`src/rtl/net_access_controller.sv`:
```
// Network access controller: stalls the pipeline around SWNET/LWNET, drives the outbound
// flit handshake and buffers inbound words in a small receive FIFO.
module net_access_controller #(
  parameter int unsigned RX_DEPTH = 4,
  parameter int unsigned TIMEOUT  = 1023
) (
  input  logic        CLK,
  input  logic        RESET,
  input  logic        NET_WRITE,
  input  logic        NET_READ,
  input  logic [31:0] NET_ADDR,
  input  logic [31:0] NET_WDATA,
  output logic [31:0] NET_RDATA,
  output logic        NET_BUSY,
  output logic        NET_ERR,
  output logic        TX_VALID,
  input  logic        TX_READY,
  output logic [7:0]  TX_DEST,
  output logic [31:0] TX_DATA,
  input  logic        RX_VALID,
  input  logic [31:0] RX_DATA,
  output logic        RX_READY,
  output logic [2:0]  RX_COUNT
);

  localparam int unsigned PtrW = (RX_DEPTH > 1) ? $clog2(RX_DEPTH) : 1;
  localparam int unsigned CntW = PtrW + 1;
  localparam logic [CntW-1:0] DepthCnt   = CntW'(RX_DEPTH);
  localparam logic [15:0]     TimeoutCnt = 16'(TIMEOUT);

  typedef enum logic [1:0] {
    StIdle,
    StTxWait,
    StRxWait,
    StDone
  } state_e;

  state_e          state_q, state_d;
  logic [15:0]     wait_q, wait_d;
  logic [7:0]      tx_dest_q, tx_dest_d;
  logic [31:0]     tx_data_q, tx_data_d;
  logic [31:0]     rdata_q, rdata_d;
  logic            err_q, err_d;

  logic [31:0]     mem_q [RX_DEPTH];
  logic [PtrW-1:0] wr_ptr_q, rd_ptr_q;
  logic [CntW-1:0] count_q;
  logic [31:0]     count_ext;
  logic            push, pop, fifo_empty;
  logic            unused_addr;

  // Only the low byte of the address selects the destination node.
  assign unused_addr = ^NET_ADDR[31:8];

  assign fifo_empty = (count_q == '0);
  assign RX_READY   = (count_q < DepthCnt);
  assign push       = RX_VALID & RX_READY;

  assign count_ext = 32'(count_q);
  assign RX_COUNT  = (count_ext > 32'd7) ? 3'd7 : count_ext[2:0];

  assign NET_BUSY  = (NET_WRITE | NET_READ) & (state_q != StDone);
  assign TX_VALID  = (state_q == StTxWait);
  assign TX_DEST   = tx_dest_q;
  assign TX_DATA   = tx_data_q;
  assign NET_RDATA = rdata_q;
  assign NET_ERR   = err_q;

  always_comb begin
    state_d   = state_q;
    wait_d    = '0;
    tx_dest_d = tx_dest_q;
    tx_data_d = tx_data_q;
    rdata_d   = rdata_q;
    err_d     = 1'b0;
    pop       = 1'b0;

    unique case (state_q)
      StIdle: begin
        // A simultaneous read request is ignored in favour of the write.
        if (NET_WRITE) begin
          tx_dest_d = NET_ADDR[7:0];
          tx_data_d = NET_WDATA;
          state_d   = StTxWait;
        end else if (NET_READ) begin
          if (!fifo_empty) begin
            pop     = 1'b1;
            rdata_d = mem_q[rd_ptr_q];
            state_d = StDone;
          end else begin
            state_d = StRxWait;
          end
        end
      end

      StTxWait: begin
        wait_d = wait_q + 16'd1;
        if (TX_READY) begin
          state_d = StDone;
        end else if (wait_q == TimeoutCnt) begin
          state_d = StDone;
          err_d   = 1'b1;
        end
      end

      StRxWait: begin
        wait_d = wait_q + 16'd1;
        // Completion takes priority over a timeout landing in the same cycle.
        if (!fifo_empty) begin
          pop     = 1'b1;
          rdata_d = mem_q[rd_ptr_q];
          state_d = StDone;
        end else if (wait_q == TimeoutCnt) begin
          rdata_d = 32'hFFFF_FFFF;
          state_d = StDone;
          err_d   = 1'b1;
        end
      end

      StDone: begin
        state_d = StIdle;
      end

      default: begin
        state_d = StIdle;
      end
    endcase
  end

  always_ff @(posedge CLK) begin
    if (!RESET) begin
      state_q   <= StIdle;
      wait_q    <= '0;
      tx_dest_q <= '0;
      tx_data_q <= '0;
      rdata_q   <= '0;
      err_q     <= 1'b0;
    end else begin
      state_q   <= state_d;
      wait_q    <= wait_d;
      tx_dest_q <= tx_dest_d;
      tx_data_q <= tx_data_d;
      rdata_q   <= rdata_d;
      err_q     <= err_d;
    end
  end

  always_ff @(posedge CLK) begin
    if (!RESET) begin
      wr_ptr_q <= '0;
      rd_ptr_q <= '0;
      count_q  <= '0;
    end else begin
      if (push) begin
        wr_ptr_q <= wr_ptr_q + PtrW'(1);
      end
      if (pop) begin
        rd_ptr_q <= rd_ptr_q + PtrW'(1);
      end
      count_q <= count_q + CntW'(push) - CntW'(pop);
    end
  end

  // Storage needs no reset: the pointers and count define which entries are live.
  always_ff @(posedge CLK) begin
    if (push) begin
      mem_q[wr_ptr_q] <= RX_DATA;
    end
  end

endmodule

```
`config.mk`:
```
export PLATFORM = sky130hd
export DESIGN_NAME = net_access_controller
export DESIGN_NICKNAME = d
export VERILOG_FILES = /design/src/rtl/net_access_controller.sv
export SDC_FILE = /design/constraint.sdc
export NUM_CORES = 1
export LEC_CHECK = 0
export ABC_AREA = 1
export CORE_ASPECT_RATIO = 1.2
export CORE_UTILIZATION = 40
export DETAILED_ROUTE_END_ITERATION = 8
export MAX_ROUTING_LAYER = met4
export PLACE_DENSITY = 0.67
export SYNTH_ARGS = -nofsm -noshare
export SYNTH_HDL_FRONTEND = slang
export SYNTH_SLANG_ARGS = --single-unit
```
`constraint.sdc`:
```
create_clock -name CLK -period 2.53 [get_ports CLK]
set_input_delay 0.506 -clock CLK [delete_from_list [all_inputs] [get_ports CLK]]
set_output_delay 0.506 -clock CLK [all_outputs]
set_load 0.005 [all_outputs]
```
# [After elaboration in Yosys (flattened, before gate mapping)]
# Memories as Yosys holds them, arrays and structs flattened. A register that Yosys moved wholly into a read port is not among the register bits.
# Index checks and enable logic that the tools add are counted.
[totals] ram_bits=128 n_memories=1 input_bits=102 mem_bits_ro=0 latch_bits=0 ff_bits=98 out_inout_bits=79
[memory_table] memory="mem_q" depth=4 word_bits=32 read_ports=1 rd_ports_with_merged_regs=1 write_ports=1 line="45" source="logic [31:0] mem_q [RX_DEPTH];"
[classes] add_sub_neg=5 shifts=0 n_div=0 n_bitwise=3 n_lt_le_gt_ge=2 n_mul=0 mux=26 n_eq_ne=10 reduce_logical=7
[ops] cell="32-bit 2-to-1 mux" count=5
[ops] cell="32-bit case mux with 2 select lines" count=1
[ops] cell="16-bit by 1-bit adder with 16-bit output (second input constant)" count=1
[ops] cell="16-bit by 10-bit equality test with 1-bit output (second input constant)" count=1
[ops] cell="2-bit 2-to-1 mux" count=7
[ops] cell="1-bit 2-to-1 mux" count=9
[ops] cell="2-bit inequality test (second input constant)" count=4
[ops] cell="2-bit case mux with 4 select lines" count=1
[ops] cell="3-bit inequality test (second input constant)" count=2
[ops] cell="5-bit AND reduction" count=1
[ops] cell="2-bit by 1-bit adder with 2-bit output (second input constant)" count=2
[ops] cell="2-bit equality test (second input constant)" count=2
[ops] cell="1-bit case mux with 2 select lines" count=2
[ops] cell="2-bit AND reduction" count=2
[ops] cell="3-bit by 1-bit adder with 3-bit output" count=1
[ops] cell="3-bit greater-than comparator (second input constant)" count=1
[ops] cell="3-bit zero test" count=1
[ops] cell="3-bit less-than comparator (second input constant)" count=1
[ops] cell="3-bit 2-to-1 mux" count=1
[ops] cell="3-bit by 1-bit subtractor with 3-bit output" count=1
[ops] cell="1-bit AND" count=2
[ops] cell="2-bit by 1-bit equality test with 1-bit output (second input constant)" count=1
[ops] cell="2-bit zero test" count=1
[ops] cell="2-bit nonzero test" count=1
[ops] cell="2 further kinds" count=2

# [Logic depth before layout (Yosys ltp)]
[logic_depth] depth_word=7 depth_mapped=12 mapped_depth_nobuf=12

# [Worst setup path before layout]
# No wires, ideal clock.
[synth_path] path_kind="input-to-reg" startpoint="input RX_VALID" endpoint="memory mem_q[0][0] (enable)" stages=2 slack_ns=0.074 setup_ns=0.421 path_buffers=0 arrival_ns=2.035 cell_sequence="nand2_1 nor2_1"
[synth_between] elab_chain_cells=3
[synth_lines] item="from (decl)" line="20" source="input logic RX_VALID,"
[synth_lines] item="1-bit AND" line="57" source="assign push = RX_VALID & RX_READY;"
[synth_lines] item="1-bit 2-to-1 mux" line="166" source="if (push) begin"
[synth_lines] item="1-bit 2-to-1 mux (not written as such)" line="167" source="mem_q[wr_ptr_q] <= RX_DATA;"
[synth_lines] item="to (decl)" line="45"
# Every way passes these cells.

# [Final worst setup path]
[layout_path] startpoint="input NET_WRITE" endpoint="output NET_BUSY"
[layout_between] elab_chain_cells=2
[layout_lines] item="from (decl)" line="9" source="input logic NET_WRITE,"
[layout_lines] item="1-bit OR" line="62" source="assign NET_BUSY = (NET_WRITE | NET_READ) & (state_q != StDone);"
[layout_lines] item="1-bit AND" line="62"
[layout_lines] item="to (decl)" line="14" source="output logic NET_BUSY,"
# Every way passes these cells.

==> results.toml <==
[outcome]
status = "finished, final reports clean"

[clock_network]
postCtsResizedCells = 0
htreeDepth = 1
clk_pin_slew_ns = 0.06
tritoncts = "built"
cts_setup_buffers = 0
clock_latency_ns = 0.51
cts_made_buffers = 23
cts.sinks = 228
clk_path_buf_depth = 3
ctsHoldBuffers = 0
root_buffer = "clkbuf_16"

[route]
dr.pass1.iters = 4
drt-vias-per-instance = 4.90
top_layer_used = "met4"
routedWlPerCell_um = 15.5
drt-initial-drc-count = 372
wl_met3_um = 843
num_vias = 6232
route.met2.wl_mm = 10.2
met1Wirelength_mm = 8.29
drt.antenna.violating_nets = 0
drc = 0
routed_wirelength_mm = 19.8

[timing]
whs_ns = 0.444
period_minus_slack_ns = 2.30
worst_pin_slew_ns = 0.796
post-route-period-util_pct = 90.7
finalClockSkew_ns = 0.0188
setup_viol = 0
rsz0062_at_grt = "false"
max_freq_mhz = 436
fin_tns_setup_ns = 0
slew_violations = 0
max-slew-margin-rel_pct = 46.9
hold_viol_final = 0

[layout]
register_area_um2 = 5850
fillerInstances = 1862
area_growth_pct = 31.0
stdcell_count = 1273
final_area_um2 = 11400
multi_input_area_um2 = 2530
nets = 1100
layout_common_cells = "nor2_1, clkdlybuf4s50_1, edfxtp_1, o21ai_0, dfxtp_1"
drive_above_1_share_pct = 7.99
layout.cells.most_common = "nor2_1"

[logic_synthesis]
syn-cell-area_um2 = 8720
syn_avg_cell_area_um2 = 10.6
synth_seq_area_share_pct = 67.0
synth_area_leaders = "edfxtp_1, dfxtp_1, nor2_1"
synth.distinct_cells = 34
syn-num-nets = 938
synth_top_area_share_pct = 44.1
postSynthCellCount = 822
ys_warn_count = 0
yosys.area.top_type = "edfxtp_1"
ys_seq_elements = 228

[grt]
overflow = 0
globalRouteTotalUtil_pct = 18.7
grt_pass1_vias = 6066
grt_max_degree = 80
antenna_found_initial = 2
grt_pass1_wl_mm = 31.4

[placement]
io_buffers = 156
hpwl_mm = 12.5
placed_area_um2 = 10700
gp_congestion = 0.778
placed_cells = 1229

[run]
maxCapViolCount = 0

[setup_path]
cp.arrival_ns = 1.79
critPathCaptureType = "output port"
critPathKind = "input port to output port"
required_ns = 2.02
start_kind = "input port"
cp_max_fo = 3

[die]
coreArea_um2 = 21200
rows = 58
dieWidth_um = 137
start_util_pct = 41.1
fp.dieH_um = 164
dieArea_um2 = 22400
num_io_pins = 181

[hold_path]
hold_path_class = "flip-flop to flip-flop"

[pwr]
p_leak_nw = 4.08
power_density_nw_per_um2 = 906
peakVddDrop_mv = 0.521
total_power_w = 0.0103
## layout make-up
class                           instances  share of cell area [%]
Sequential cell                       228                    51.2
Inverter                               40                    1.34
Tap cell                              270                    2.96
Antenna cell                            2                  0.0438
Clock buffer                           37                    6.12
Multi-Input combinational cell        508                    22.2
Clock inverter                          5                   0.504
Timing Repair Buffer                  183                    15.6
## routing by layer
| metal | global-route usage (%) | vias up |
|---|---|---|
| met2 | 32.5 | 116 |
| met3 | 2.78 | 29 |
| met1 | 22.4 | 2934 |
| met4 | 5.69 | 0 |
| li1 | - | 3153 |
| met5 | - | - |
## worst max-delay path, cell delays in order
cell and delay (ns):
clkdlybuf4s50_1 0.49, buf_4 0.12, nor2_1 0.05, nor2_1 0.08, clkdlybuf4s50_1 0.54
## synthesized netlist by cell type
cell type / number
edfxtp_1: 128
clkbuf_1: 32
o21ai_1: 31
a21oi_1: 13
dfxtp_1: 100
buf_1: 1
o21a_1: 2
nor3_4: 1
xor2_1: 1
nand3_1: 7
nor4_1: 1
buf_6: 3
nand2_2: 2
nand3_2: 1
buf_4: 3
o221ai_1: 32
o21ai_0: 119
nand4_1: 1
inv_4: 1
inv_2: 3
ha_1: 13
xnor2_1: 2
nor3b_1: 2
a31oi_1: 2
nor2_4: 1
inv_1: 36
nand2_4: 1
nor3_1: 7
fa_1: 1
nor2_2: 1
nand2_1: 31
nor2_1: 235
buf_2: 7
or2_4: 1
## per-stage QoR
step / worst slack [ns] / utilization [%]
floorplan: 0.0742 / -
global placement: -0.0334 / 50.3
detailed placement: -0.0309 / 50.3
CTS: 0.216 / 53.9
global route: 0.0658 / 53.9
finish: 0.235 / 53.9
## report_power, final
part	internal [W]	leakage (nW)	switching [W]
clock	0.00199	0.373	0.00135
sequential	0.00441	1.99	0.000201
combinational	0.00113	1.72	0.00126
## sequential cells by signal (all words and copies together) (netlist names), 2 cells and up, named ones only
register	cells
NET_RDATA	32
TX_DATA	32
mem_q	128
state_q	2
TX_DEST	8
wait_q	16
count_q	3
rd_ptr_q	2
wr_ptr_q	2
## cell families (layout without fill, tap and decap cells)
logic type,Yosys count,after routing,share of synthesized area (%)
DFF,228,228,67.0
other,0,2,0
adders and majority gates,14,14,2.10
xor gates and xnor gates,3,3,0.301
AOI/OAI and AO/OA,199,199,12.9
buffers and inverters,86,265,4.22
and+or+nand+nor,292,292,13.4
## worst paths after layout
check / cells past startpoint / startpoint / endpoint / slack [ns]
min reg2reg: 1 / wait_q[0] / wait_q[0] / 0.44
max: 5 / NET_WRITE / NET_BUSY / 0.23
min: 1 / wait_q[0] / wait_q[0] / 0.44
max reg2reg: 12 / state_q[1] / count_q[2] / 0.26
No activity file was read; power rests on OpenSTA's default activity.
